`src/rtl/rs_issue_select.sv`:
```
// rs_issue_select: per-port oldest-first select from the RS array.
// Each cycle, port p grants the oldest entry woken for p that no lower port has
// already taken. The grant drives the one-hot crossbar select and the RS use
// enables in the same cycle. A registered issue-stage valid per port holds an op
// until the FU accepts it.
// Handshake: an op transfers to FU p on issue_valid[p] & fu_ready[p]. A new grant
// may land in the same cycle as a transfer, which keeps issue_valid[p] high.
// Optional feature macro: RS_ISSUE_PERF_EN adds saturating per-port issued/stall counters.
`ifndef ISSUE_WIDTH
`define ISSUE_WIDTH 3
`endif
`ifndef ROB_WIDTH
`define ROB_WIDTH 5
`endif

module rs_issue_select #(
  parameter int RS_DEPTH = 16,
  parameter int ISSUE_W  = `ISSUE_WIDTH,
  parameter int AGE_W    = `ROB_WIDTH + 1
) (
  input  logic                               clk,
  input  logic                               rst,
  input  logic                               pipe_flush,
  input  logic [RS_DEPTH-1:0][ISSUE_W-1:0]   rs_wake_up,
  input  logic [RS_DEPTH-1:0][AGE_W-1:0]     rs_age,
  input  logic [AGE_W-1:0]                   rob_head,
  input  logic [ISSUE_W-1:0]                 fu_ready,
  output logic [ISSUE_W-1:0][RS_DEPTH-1:0]   issue_sel,
  output logic [RS_DEPTH-1:0]                rs_use_en,
  output logic [ISSUE_W-1:0]                 issue_load,
`ifdef RS_ISSUE_PERF_EN
  output logic [ISSUE_W-1:0][31:0]           perf_issued,
  output logic [ISSUE_W-1:0][31:0]           perf_stall,
`endif
  output logic [ISSUE_W-1:0]                 issue_valid
);

  localparam int IDX_W = (RS_DEPTH > 1) ? $clog2(RS_DEPTH) : 1;

  logic [RS_DEPTH-1:0][AGE_W-1:0]   rel_age;
  logic [ISSUE_W-1:0]               can_grant;
  logic [ISSUE_W-1:0][RS_DEPTH-1:0] sel;
  logic [ISSUE_W-1:0]               issue_valid_d, issue_valid_q;

  // Age relative to the ROB head; modular subtraction keeps ordering correct across wrap.
  always_comb begin
    for (int i = 0; i < RS_DEPTH; i++) begin
      rel_age[i] = rs_age[i] - rob_head;
    end
  end

  // A port may take a new op when its issue stage is empty or draining this cycle.
  always_comb begin
    can_grant = ~issue_valid_q | fu_ready;
  end

  // Ordered per-port oldest-first pick; lower ports claim entries first.
  always_comb begin : select_blk
    logic [RS_DEPTH-1:0] taken;
    logic                found;
    logic [AGE_W-1:0]    best_rel;
    logic [IDX_W-1:0]    best_idx;
    taken    = '0;
    sel      = '0;
    found    = 1'b0;
    best_rel = '0;
    best_idx = '0;
    for (int p = 0; p < ISSUE_W; p++) begin
      found    = 1'b0;
      best_rel = '0;
      best_idx = '0;
      for (int i = 0; i < RS_DEPTH; i++) begin
        // Strict less-than: on an (impossible) age tie the lower index is kept.
        if (rs_wake_up[i][p] && !taken[i] && (!found || (rel_age[i] < best_rel))) begin
          found    = 1'b1;
          best_rel = rel_age[i];
          best_idx = IDX_W'(i);
        end
      end
      if (found && can_grant[p] && !pipe_flush && !rst) begin
        sel[p][best_idx] = 1'b1;
        taken[best_idx]  = 1'b1;
      end
    end
  end

  // Drive the crossbar select, RS vacate enables and per-port load strobes.
  always_comb begin
    issue_sel = sel;
    rs_use_en = '0;
    for (int p = 0; p < ISSUE_W; p++) begin
      rs_use_en     = rs_use_en | sel[p];
      issue_load[p] = |sel[p];
    end
  end

  // Next issue-stage valid: load wins, otherwise drain on FU accept; flush clears.
  always_comb begin
    issue_valid_d = issue_valid_q;
    for (int p = 0; p < ISSUE_W; p++) begin
      if (pipe_flush)         issue_valid_d[p] = 1'b0;
      else if (issue_load[p]) issue_valid_d[p] = 1'b1;
      else if (fu_ready[p])   issue_valid_d[p] = 1'b0;
    end
  end

  // Issue-stage valid register.
  always_ff @(posedge clk or posedge rst) begin
    if (rst) issue_valid_q <= '0;
    else     issue_valid_q <= issue_valid_d;
  end

  assign issue_valid = issue_valid_q;

`ifdef RS_ISSUE_PERF_EN
  logic [ISSUE_W-1:0][31:0] perf_issued_d, perf_issued_q;
  logic [ISSUE_W-1:0][31:0] perf_stall_d, perf_stall_q;

  // Saturating counters; deliberately untouched by pipe_flush.
  always_comb begin
    perf_issued_d = perf_issued_q;
    perf_stall_d  = perf_stall_q;
    for (int p = 0; p < ISSUE_W; p++) begin
      if (issue_load[p] && (perf_issued_q[p] != 32'hFFFF_FFFF))
        perf_issued_d[p] = perf_issued_q[p] + 32'd1;
      if (issue_valid_q[p] && !fu_ready[p] && (perf_stall_q[p] != 32'hFFFF_FFFF))
        perf_stall_d[p] = perf_stall_q[p] + 32'd1;
    end
  end

  // Performance counter registers.
  always_ff @(posedge clk or posedge rst) begin
    if (rst) begin
      perf_issued_q <= '0;
      perf_stall_q  <= '0;
    end else begin
      perf_issued_q <= perf_issued_d;
      perf_stall_q  <= perf_stall_d;
    end
  end

  assign perf_issued = perf_issued_q;
  assign perf_stall  = perf_stall_q;
`endif

endmodule
```
`config.mk`:
```
export PLATFORM = sky130hd
export DESIGN_NAME = rs_issue_select
export DESIGN_NICKNAME = d
export VERILOG_FILES = /design/src/rtl/rs_issue_select.sv
export SDC_FILE = /design/constraint.sdc
export NUM_CORES = 1
export LEC_CHECK = 0
export ABC_AREA = 0
export CAP_MARGIN = 0
export CELL_PAD_IN_SITES_DETAIL_PLACEMENT = 1
export CELL_PAD_IN_SITES_GLOBAL_PLACEMENT = 1
export CORE_AREA = 10 10 224 226
export DETAILED_ROUTE_END_ITERATION = 8
export DIE_AREA = 0 0 234 236
export PLACE_DENSITY = 0.8
export SYNTH_ARGS = -nofsm -noshare
export SYNTH_HDL_FRONTEND = slang
export SYNTH_SLANG_ARGS = --single-unit
```
`constraint.sdc`:
```
create_clock -name clk -period 145.8 [get_ports clk]
set_input_delay 29.16 -clock clk [delete_from_list [all_inputs] [get_ports clk]]
set_output_delay 29.16 -clock clk [all_outputs]
set_load 0.05 [all_outputs]
```
# [Word level (Yosys, flattened, before mapping)]
# Cells that the tools add are included.
[word_totals] ff_bits=3 inputBits=156 out_inout_bits=70 word_cells=451
[op_classes] addsub=16 order_cmp=51 muxes=157 bitwise=5 n_reduce_logical=219
[ops] cell="6-bit < comparator" n=45
[ops] cell="6-bit two-way mux" n=45
[ops] cell="4-bit two-way mux" n=37
[ops] cell="6-bit subtractor" n=16
[ops] cell="1-bit logical AND" n=89
[ops] cell="1-bit zero test" n=79
[ops] cell="16-bit two-way mux" n=4
[ops] cell="1-bit two-way mux" n=63
[ops] cell="16-bit OR" n=3
[ops] cell="16-bit OR reduction" n=3
[ops] cell="1-bit logical OR" n=45
[ops] cell="4-bit by 5-bit < comparator with 1-bit output (second input constant)" n=3
[ops] cell="1-bit demux with 4-bit select" n=3
[ops] cell="4-bit by 1-bit greater-or-equal comparator with 1-bit output (second input constant)" n=3
[ops] cell="3-bit two-way mux" n=3
[ops] cell="3-bit nonzero test" n=3
[ops] cell="2-bit two-way mux" n=2
[ops] cell="3-bit NOT" n=1
[ops] cell="3-bit OR" n=1

# [Longest topological paths before layout]
# Gate-level depths: netlist of the first run.
[depth] depth_word=207 depth_mapped=493 ltp_nobuf=468

# [Worst setup path after synthesis of the first run]
# No wires, ideal clock.
[synth_timing] path_type="in2out" start="input port rob_head[1]" end="output port rs_use_en[12]" t_arrival_ns=113.559 required_time_ns=116.640 slack_ns=3.081 path_stages=442 n_path_buf=27 cell_sequence="inv_1 > ha_1 > a21o_1 > a21o_1 > a21o_1 > a21oi_1 > xnor2_1 > inv_1 > ha_1 > o21ai_0 > nor2_1 > o31ai_1 > nand2_1 > o21ai_0 > inv_1 > ha_1 > a211oi_1 > o221ai_1 > [406 not listed] > nand2_1 > o31a_1 > ha_1 > a21o_1 > a21o_1 > a21oi_1 > o21ai_0 > o41ai_4 > nor2_1 > a2bb2oi_1 > o31ai_1 > ha_1 > and3_1 > nand3_1 > a21o_1 > and2_1 > clkbuf_1 > o41ai_1"
[synth_rtl] item="start, declared" line_no="26" text="input logic [AGE_W-1:0] rob_head,"
[synth_rtl] item="end, declared" line_no="29" text="output logic [RS_DEPTH-1:0] rs_use_en,"

# [Worst setup path in the final report of the first run]
[layout_timing] start="input port rob_head[1]" end="output port rs_use_en[9]"
[layout_via] elab_chain_cells=205 elab_cells_between_ends=427 cone_classes="add/sub (16); order compare (51); mux (147); bitwise (3); reduce/logical (210)"
[layout_lines] item="6-bit subtractor" line_no="48" text="rel_age[i] = rs_age[i] - rob_head;"
[layout_lines] item="6-bit two-way mux" line_no="74" text="if (rs_wake_up[i][p] && !taken[i] && (!found || (rel_age[i] < best_rel))) begin"
[layout_lines] item="6-bit < comparator" line_no="74"
[layout_lines] item="1-bit logical OR" line_no="74"
[layout_lines] item="1-bit logical AND" line_no="74"
[layout_lines] item="6-bit two-way mux or 1-bit two-way mux (tied branches)" line_no="74"
[layout_lines] item="6-bit < comparator or 1-bit zero test (tied branches)" line_no="74"
[layout_lines] item="1-bit logical OR" line_no="74"
[layout_lines] item="[189 not listed]"
[layout_lines] item="1-bit logical AND" line_no="74"
[layout_lines] item="4-bit two-way mux" line_no="74"
[layout_lines] item="4-bit by 5-bit < comparator with 1-bit output or 4-bit by 1-bit greater-or-equal comparator with 1-bit output (tied branches)"
[layout_lines] item="1-bit logical AND"
[layout_lines] item="1-bit two-way mux"
[layout_lines] item="1-bit demux with 4-bit select"
[layout_lines] item="16-bit two-way mux" line_no="80" text="if (found && can_grant[p] && !pipe_flush && !rst) begin"
[layout_lines] item="16-bit OR (*)" line_no="92" text="rs_use_en = rs_use_en | sel[p];"
# Mark *: on every way between the ends. The rest lies on a longest branch, timed or not.

==> impl_metrics.py, run 1 <==
metrics = {
    "placement": {
        "dpl.hpwl_um": 70900,
        "place.gp.congestion": 0.984,
        "dp_slack_ns": -6.07,
        "io_buffers": 225,
        "placement.cell_area_mm2": 0.0209,
    },
    "route": {
        "vias_per_cell": 6.18,
        "wl_per_cell_um": 25.6,
        "dr_total_vias": 21000,
        "first_iter_violations": 1435,
        "totalWireLength_um": 86800,
        "ant_nets": 0,
        "drc": 0,
        "firstDrtPassIters": 5,
    },
    "global_route": {
        "overflow": 0,
        "grt_pass1_wl_um": 126000,
        "track_usage_pct": 28.7,
        "grt_max_degree": 20,
        "first_global_vias": 21600,
        "antenna_found_initial": 3,
    },
    "synth": {
        "synth_area_per_cell_um2": 7.11,
        "synth_flop_cell": "dfrtp_1",
        "synth_nets": 2698,
        "synth_cell_types": 103,
        "synthTopCellsByCount": "305 x ha_1, 184 x a21oi_1, 184 x nor2_1, 181 x inv_1, 175 x nand2_1",
        "yosysTopAreaCell": "ha_1",
        "synth_area_leaders": "ha_1 24%, a21o_1 7.1%, a21oi_1 5.8%",
        "postSynthCellCount": 2221,
        "synth.most_common_cell": "ha_1",
        "synth_edf_count": 0,
        "syn_area_mm2": 0.0158,
        "yosys_warnings": 0,
        "yosysSeqAreaShare_pct": 0.475,
        "ys_ff_latch": 3,
        "synthDominantCellAreaShare_pct": 24.2,
        "synthArstFlopShare_pct": 100,
    },
    "run": {
        "timing.max_cap.violations": 0,
    },
    "outcome": {
        "status": "finished clean",
    },
    "layout": {
        "fin_nets": 3260,
        "fin_util_pct": 50.6,
        "largest_register_ffs": 3,
        "drive_gt1_share_pct": 26.2,
        "syn_to_final_growth_pct": 47.1,
        "final_area_mm2": 0.0232,
    },
    "worst_setup_path": {
        "crit_path_frequent_cell": "a21o_1",
        "cpMaxStageDelayCell": "o31ai_4",
        "path_buf_inv": 46,
        "crit_path_end_kind": "primary output",
        "path_class": "input pin to primary output",
        "critPathMaxStageDelay_ns": 0.51,
        "worstPathArrival_ns": 113.64,
        "cp_max_fo": 19,
        "cp-start-kind": "input pin",
        "cp.required_ns": 116.64,
        "cp-endpoint": "rs_use_en[9]",
        "cp.depth": 443,
        "worst_r2r_endpoint": "issue_valid[2]",
        "cp_top_family": "compound AO/OA/AOI/OAI gates",
        "rr_worst_depth": 173,
        "r2r_slack_ns": 112.34,
        "cp-startpoint": "rob_head[1]",
        "rr_startpoint": "issue_valid[0]",
    },
    "die": {
        "num_rows": 79,
        "initial_utilization_pct": 34.4,
        "core_mm2": 0.0459,
        "die_y_um": 236,
        "die_w_um": 234,
        "ioPinCount": 226,
        "dieArea_mm2": 0.0552,
    },
    "timing": {
        "period_minus_slack_ns": 142.80,
        "period_share_pct": 97.9,
        "holdWs_ns": 0.635,
        "timing_hold_violations_final": 0,
        "max_freq_ghz": 0.00700,
        "slew_headroom_pct": 15.1,
        "maxSlewViolCount": 0,
        "fin_skew_ns": 0.000662,
        "setup_viol_count_final": 0,
        "final.setup.worst_slack_ns": 3.00,
        "worst_pin_slew_ns": 1.26,
    },
    "clocking": {
        "clk_pin_slew_ns": 0.03,
        "tritoncts": "done",
        "root_buffer": "clkbuf_16",
        "htreeDepth": 1,
        "clock-sinks": 3,
        "cts_max_path_buffers": 2,
        "clkLatencyLatePin_ns": 0.23,
        "cts_buffers": 3,
    },
    "worst_hold_path": {
        "hp-class": "flop to flop",
    },
}
## how the worst min path moves through the flow
stage / from / end / cells after the start
floorplan: issue_valid[0] / issue_valid[0] / 2
global placement: issue_valid[0] / issue_valid[0] / 2
detailed placement: issue_valid[0] / issue_valid[0] / 2
CTS: issue_valid[0] / issue_valid[0] / 2
global route: issue_valid[0] / issue_valid[0] / 2
finish: issue_valid[0] / issue_valid[0] / 2
## final cells by class
| class | instances | area, um^2 |
|---|---|---|
| Fill cell | 5670 | 22600 |
| Multi-Input combinational cell | 1996 | 16200 |
| Timing Repair Buffer | 596 | 5370 |
| Tap cell | 607 | 759 |
| Inverter | 183 | 721 |
| Clock buffer | 4 | 78.8 |
| Sequential cell | 3 | 75.1 |
| Antenna cell | 1 | 2.50 |
## per-layer routing
metal  global-route usage [%]  up-vias  wire length (um)
met5                        0        -                13
met1                     35.9    10400             36000
li1                         -     9539                 -
met4                     11.1        2              3910
met2                     49.3      815             41500
met3                     2.92      222              5310
## tightest hold or removal path, delay by kind of cell, from the launching register on
| family | cells | cell delay (ns) |
|---|---|---|
| AO/OA/AOI/OAI | 1 | 0.09 |
| flip-flops | 1 | 0.36 |
| AND/OR/NAND/NOR | 1 | 0.13 |
## kinds of logic after synthesis
logic type | synth area share [%]
AOI/OAI and AO/OA | 36.1
xor gates and xnor gates | 4.44
adders and majority gates | 26.2
DFF | 0.475
and+or+nand+nor | 22.7
buffers and inverters | 5.53
muxes | 4.53
## layout by cell type (no fill, tap or decap), types with 16 or more instances in the layout
cell type	n
a211o_1	18
a21o_1	149
a21oi_1	127
a21oi_2	54
a31oi_1	19
and2_1	25
and3_1	20
and4_1	19
buf_12	32
buf_4	368
clkdlybuf4s50_1	191
fa_1	16
ha_1	301
inv_1	175
mux2_2	35
mux2i_1	16
nand2_1	171
nand2b_1	38
nand3_1	34
nand4_1	28
nor2_1	170
nor2b_1	28
nor3_1	43
o211ai_1	23
o21a_1	34
o21ai_0	84
o21ai_1	36
o21ai_2	18
o31ai_1	16
xnor2_1	34
xor2_1	41
## timing repair
action / CTS / global route
hold buffers: 0 / 0
resized for setup: 83 / 246
pin swaps: 11 / 84
endpoints found under the setup margin: 32 / 32
buffers inserted: 17 / 98
cloned: 0 / 7
## stage by stage
stage,instances,TNS (ns)
global placement,3263,-84.21
CTS,3284,0
finish,3390,0
global route,3389,-32.23
detailed placement,3263,-187.72
floorplan,2221,0
Power of run 1 is left out: the tool's default activity adds up to more than one toggle a clock period on the data nets, which glitch-free logic cannot reach.
==> inputs of run 2 (changes only) <==
Settings changed: PLACE_DENSITY 0.8 to default, PLACE_DENSITY_LB_ADDON from default to 0.3, SKIP_CTS_REPAIR_TIMING from default to 1, TNS_END_PERCENT from default to 1.
==> run 2 against run 1 <==
Critical path depth is 18 higher. Maximum frequency shrank 0.15%. Clock skew up 0.0017 ns. Cell area up 7.7%. Sequential share of layout area is essentially flat. Wire length grew 4.3%. First-iteration DRC count is 7.2% higher. Via count increased by 4.8%. Register-to-register slack got worse by 0.16 ns.
==> impl_metrics.py, run 2 (synthesis results as in run 1) <==
metrics = {
    "layout": {
        "fin_cells": 3661,
        "largest_register_ffs": 3,
        "antenna_cells": 0,
        "nFillCells": 5765,
        "drive_gt1_share_pct": 32.2,
        "fin_util_pct": 54.6,
        "final_common_cell": "buf_4",
        "syn_to_final_growth_pct": 58.5,
        "fin_nets": 3532,
        "mostFrequentLayoutCells": "646 x buf_4, 303 x ha_1, 191 x clkdlybuf4s50_1",
    },
    "die": {
        "die_w_um": 234,
        "dieArea_mm2": 0.0552,
        "initial_utilization_pct": 34.4,
        "num_rows": 79,
        "ioPinCount": 226,
        "die_y_um": 236,
        "core_mm2": 0.0459,
    },
    "run": {
        "timing.max_cap.violations": 0,
    },
    "worst_setup_path": {
        "worstPathArrival_ns": 113.86,
        "cp_max_fo": 11,
        "r2r_slack_ns": 112.18,
        "cp-start-kind": "input pin",
        "crit_path_frequent_cell": "a21o_1",
        "cp.required_ns": 116.64,
        "crit_path_end_kind": "primary output",
        "path_class": "input pin to primary output",
        "cpMaxStageDelayCell": "clkdlybuf4s50_1",
        "rr_worst_depth": 182,
        "critPathMaxStageDelay_ns": 0.47,
    },
    "global_route": {
        "overflow": 0,
        "track_usage_pct": 30.0,
        "grt_pass1_wl_um": 131000,
        "grt_max_degree": 17,
        "first_global_vias": 22400,
        "antenna_found_initial": 1,
    },
    "route": {
        "wl_per_cell_um": 24.7,
        "dr_total_vias": 22000,
        "totalWireLength_um": 90600,
        "first_iter_violations": 1539,
        "vias_per_cell": 6.00,
        "firstDrtPassIters": 5,
        "drc": 0,
        "ant_nets": 0,
    },
    "clocking": {
        "root_buffer": "clkbuf_16",
        "cts_buffers": 3,
        "clkLatencyLatePin_ns": 0.23,
        "clk_pin_slew_ns": 0.03,
        "clock-sinks": 3,
        "htreeDepth": 1,
        "cts_max_path_buffers": 2,
        "tritoncts": "done",
    },
    "timing": {
        "maxSlewViolCount": 0,
        "period_minus_slack_ns": 143.02,
        "holdWs_ns": 0.641,
        "fin_skew_ns": 0.00237,
        "tns_ns": 0,
        "worst_pin_slew_ns": 1.13,
        "setup_viol_count_final": 0,
        "max_freq_ghz": 0.00699,
        "period_share_pct": 98.1,
        "slew_headroom_pct": 23.9,
        "timing_hold_violations_final": 0,
    },
    "placement": {
        "place.gp.congestion": 0.980,
        "io_buffers": 225,
        "dpl.hpwl_um": 76500,
        "dp_cells": 3597,
    },
    "outcome": {
        "status": "finished clean",
    },
    "worst_hold_path": {
        "hp-class": "flop to flop",
        "hold_depth": 2,
    },
}
run 2: final timing paths:
path | start | endpoint
max reg2reg | issue_valid[0] | issue_valid[2]
min in group asynchronous | rst | issue_valid[1]
min | issue_valid[0] | issue_valid[0]
min reg2reg | issue_valid[0] | issue_valid[0]
max in group asynchronous | rst | issue_valid[2]
max | rob_head[1] | issue_sel[41]
run 2: area by class of cell:
type,instances,area [um^2],share of cell area [%]
multi-input combinational,1991,16000,63.9
timing repair buffer,873,7440,29.7
tap,607,759,3.04
inverter,183,687,2.75
clock buffer,4,78.8,0.315
sequential,3,75.1,0.300
run 2: critical path: cells and delay by family:
kind            cells  cell delay, ns
mux                15            4.09
buf+inv            60            8.64
xor+xnor            1            0.24
simple gates      115           17.88
compound gates    224           40.20
fa+ha+maj          46           13.49
run 2: per-stage QoR:
stage          worst slack (ns)  cell area (um^2)
2_1_floorplan              3.08             15800
3_3_place_gp              0.537             23400
3_5_place_dp              -2.77             23400
4_1_cts                   -3.22             23400
5_1_grt                   -1.66             25000
6_report                   2.78             25000
run 2: metal layers:
metal / GRT usage [%] / share of wire [%]
met5: 0 / 0
met4: 8.70 / 3.6
met3: 2.52 / 5.3
met2: 52.7 / 49
met1: 38.0 / 43
Power of run 2 is left out for the same reason.
==> inputs of run 3 (changes only) <==
Settings changed: CAP_MARGIN 0 to default, DONT_BUFFER_PORTS from default to 1.
Clock period 145.8 ns to 172.9 ns, I/O delays scaled along.
==> run 3 against run 2 <==
Hold slack better by 0.25 ns. Count of clock-buffer cells in the layout stayed put. Critical endpoint is now rs_use_en[1]. Global-route usage is 3.5 points lower.
==> impl_metrics.py, run 3 (synthesis results as in run 1) <==
metrics = {
    "layout": {
        "syn_to_final_growth_pct": 9.06,
        "fin_nets": 2702,
        "mostFrequentLayoutCells": "305 x ha_1, 180 x a21oi_1, 180 x inv_1",
        "final_common_cell": "ha_1",
        "largest_register_ffs": 3,
        "fin_cells": 2835,
        "drive_gt1_share_pct": 9.58,
    },
    "route": {
        "totalWireLength_um": 77000,
        "dr_total_vias": 18000,
        "wl_per_cell_um": 27.2,
        "drc": 0,
        "firstDrtPassIters": 5,
        "ant_nets": 0,
        "vias_per_cell": 6.36,
        "first_iter_violations": 1240,
    },
    "placement": {
        "dpl.hpwl_um": 65700,
        "io_buffers": 0,
        "dp_cells": 2821,
        "place.gp.congestion": 0.963,
    },
    "clocking": {
        "htreeDepth": 1,
        "cts_max_path_buffers": 2,
        "clkLatencyLatePin_ns": 0.22,
        "cts_buffers": 3,
        "root_buffer": "clkbuf_16",
        "clock-sinks": 3,
        "tritoncts": "done",
        "clk_pin_slew_ns": 0.03,
    },
    "worst_setup_path": {
        "crit_path_end_kind": "primary output",
        "path_class": "input pin to primary output",
        "cpMaxStageDelayCell": "nor3b_1",
        "rr_worst_depth": 167,
        "critPathMaxStageDelay_ns": 0.66,
        "worstPathArrival_ns": 131.29,
        "crit_path_frequent_cell": "a21o_1",
        "worst_r2r_endpoint": "issue_valid[2]",
        "cp_max_fo": 17,
        "cp-endpoint": "rs_use_en[1]",
        "rr_startpoint": "issue_valid[0]",
        "cp-startpoint": "rob_head[1]",
        "cp.required_ns": 138.32,
        "cp-start-kind": "input pin",
        "r2r_slack_ns": 135.09,
    },
    "timing": {
        "holdWs_ns": 0.888,
        "max_freq_ghz": 0.00603,
        "timing_hold_violations_final": 0,
        "setup_viol_count_final": 0,
        "worst_pin_slew_ns": 1.22,
        "maxSlewViolCount": 0,
        "slew_headroom_pct": 18.1,
        "fin_skew_ns": 0.00221,
        "period_minus_slack_ns": 165.87,
        "period_share_pct": 95.9,
    },
    "worst_hold_path": {
        "hp-start": "issue_valid[0]",
        "hp-class": "flop to flop",
    },
    "die": {
        "dieArea_mm2": 0.0552,
        "die_w_um": 234,
        "ioPinCount": 226,
        "die_y_um": 236,
        "core_mm2": 0.0459,
        "initial_utilization_pct": 34.4,
        "num_rows": 79,
    },
    "global_route": {
        "grt_max_degree": 18,
        "first_global_vias": 18300,
        "grt_pass1_wl_um": 115000,
        "track_usage_pct": 26.6,
        "antenna_found_initial": 7,
        "overflow": 0,
    },
    "run": {
        "timing.max_cap.violations": 0,
    },
    "outcome": {
        "status": "finished clean",
    },
}
[run 3: cell count changes in the layout (fill, tap and decap cells not counted), sizes merged]
cell,delta
diode,+4
buf,-636
clkdlybuf4s50,-191
a41oi,-1
a21oi,-1
dlymetal6s2s,-1
[run 3: area by class of cell]
type / count / area, um^2
Tap cell: 607 / 759
Sequential cell: 3 / 75.1
Inverter: 183 / 689
Clock buffer: 4 / 78.8
Fill cell: 5807 / 28600
Multi-Input combinational cell: 1989 / 15300
Timing Repair Buffer: 45 / 342
Antenna cell: 4 / 10.0
[run 3: metrics by stage]
stage	setup TNS [ns]	utilization (%)	area [um^2]	setup WS, ns
5_1_grt	-1.23	37.5	17200	-0.124
2_1_floorplan	0	-	15800	19.34
4_1_cts	0	36.7	16800	1.76
6_report	0	37.5	17200	7.03
3_3_place_gp	0	36.6	16800	5.23
3_5_place_dp	0	36.6	16800	2.04
[run 3: how the worst min path moves through the flow]
stage                     endpoint  slack (ns)  cells past startpoint
detailed placement  issue_valid[0]        0.84                      2
floorplan           issue_valid[0]        0.80                      2
finish              issue_valid[0]        0.89                      2
CTS                 issue_valid[0]        0.89                      2
global route        issue_valid[0]        0.90                      2
global placement    issue_valid[0]        0.85                      2
[run 3: worst max-delay path: cells and delay by family]
family                     cells  cell delay (ns)
adders and majority gates     46            14.04
xor gates and xnor gates       1             0.43
muxes                         11             4.05
and+or+nand+nor              109            20.87
AOI/OAI and AO/OA            233            53.81
buffers and inverters         22             3.25
[run 3: metal layers]
layer	track usage, %	routed length [um]	up-vias
met5	0	32	-
met4	6.78	2300	6
met3	4.71	5660	112
li1	-	-	8408
met1	33.9	32800	8928
met2	44.8	36200	589
Power of run 3 is left out for the same reason.
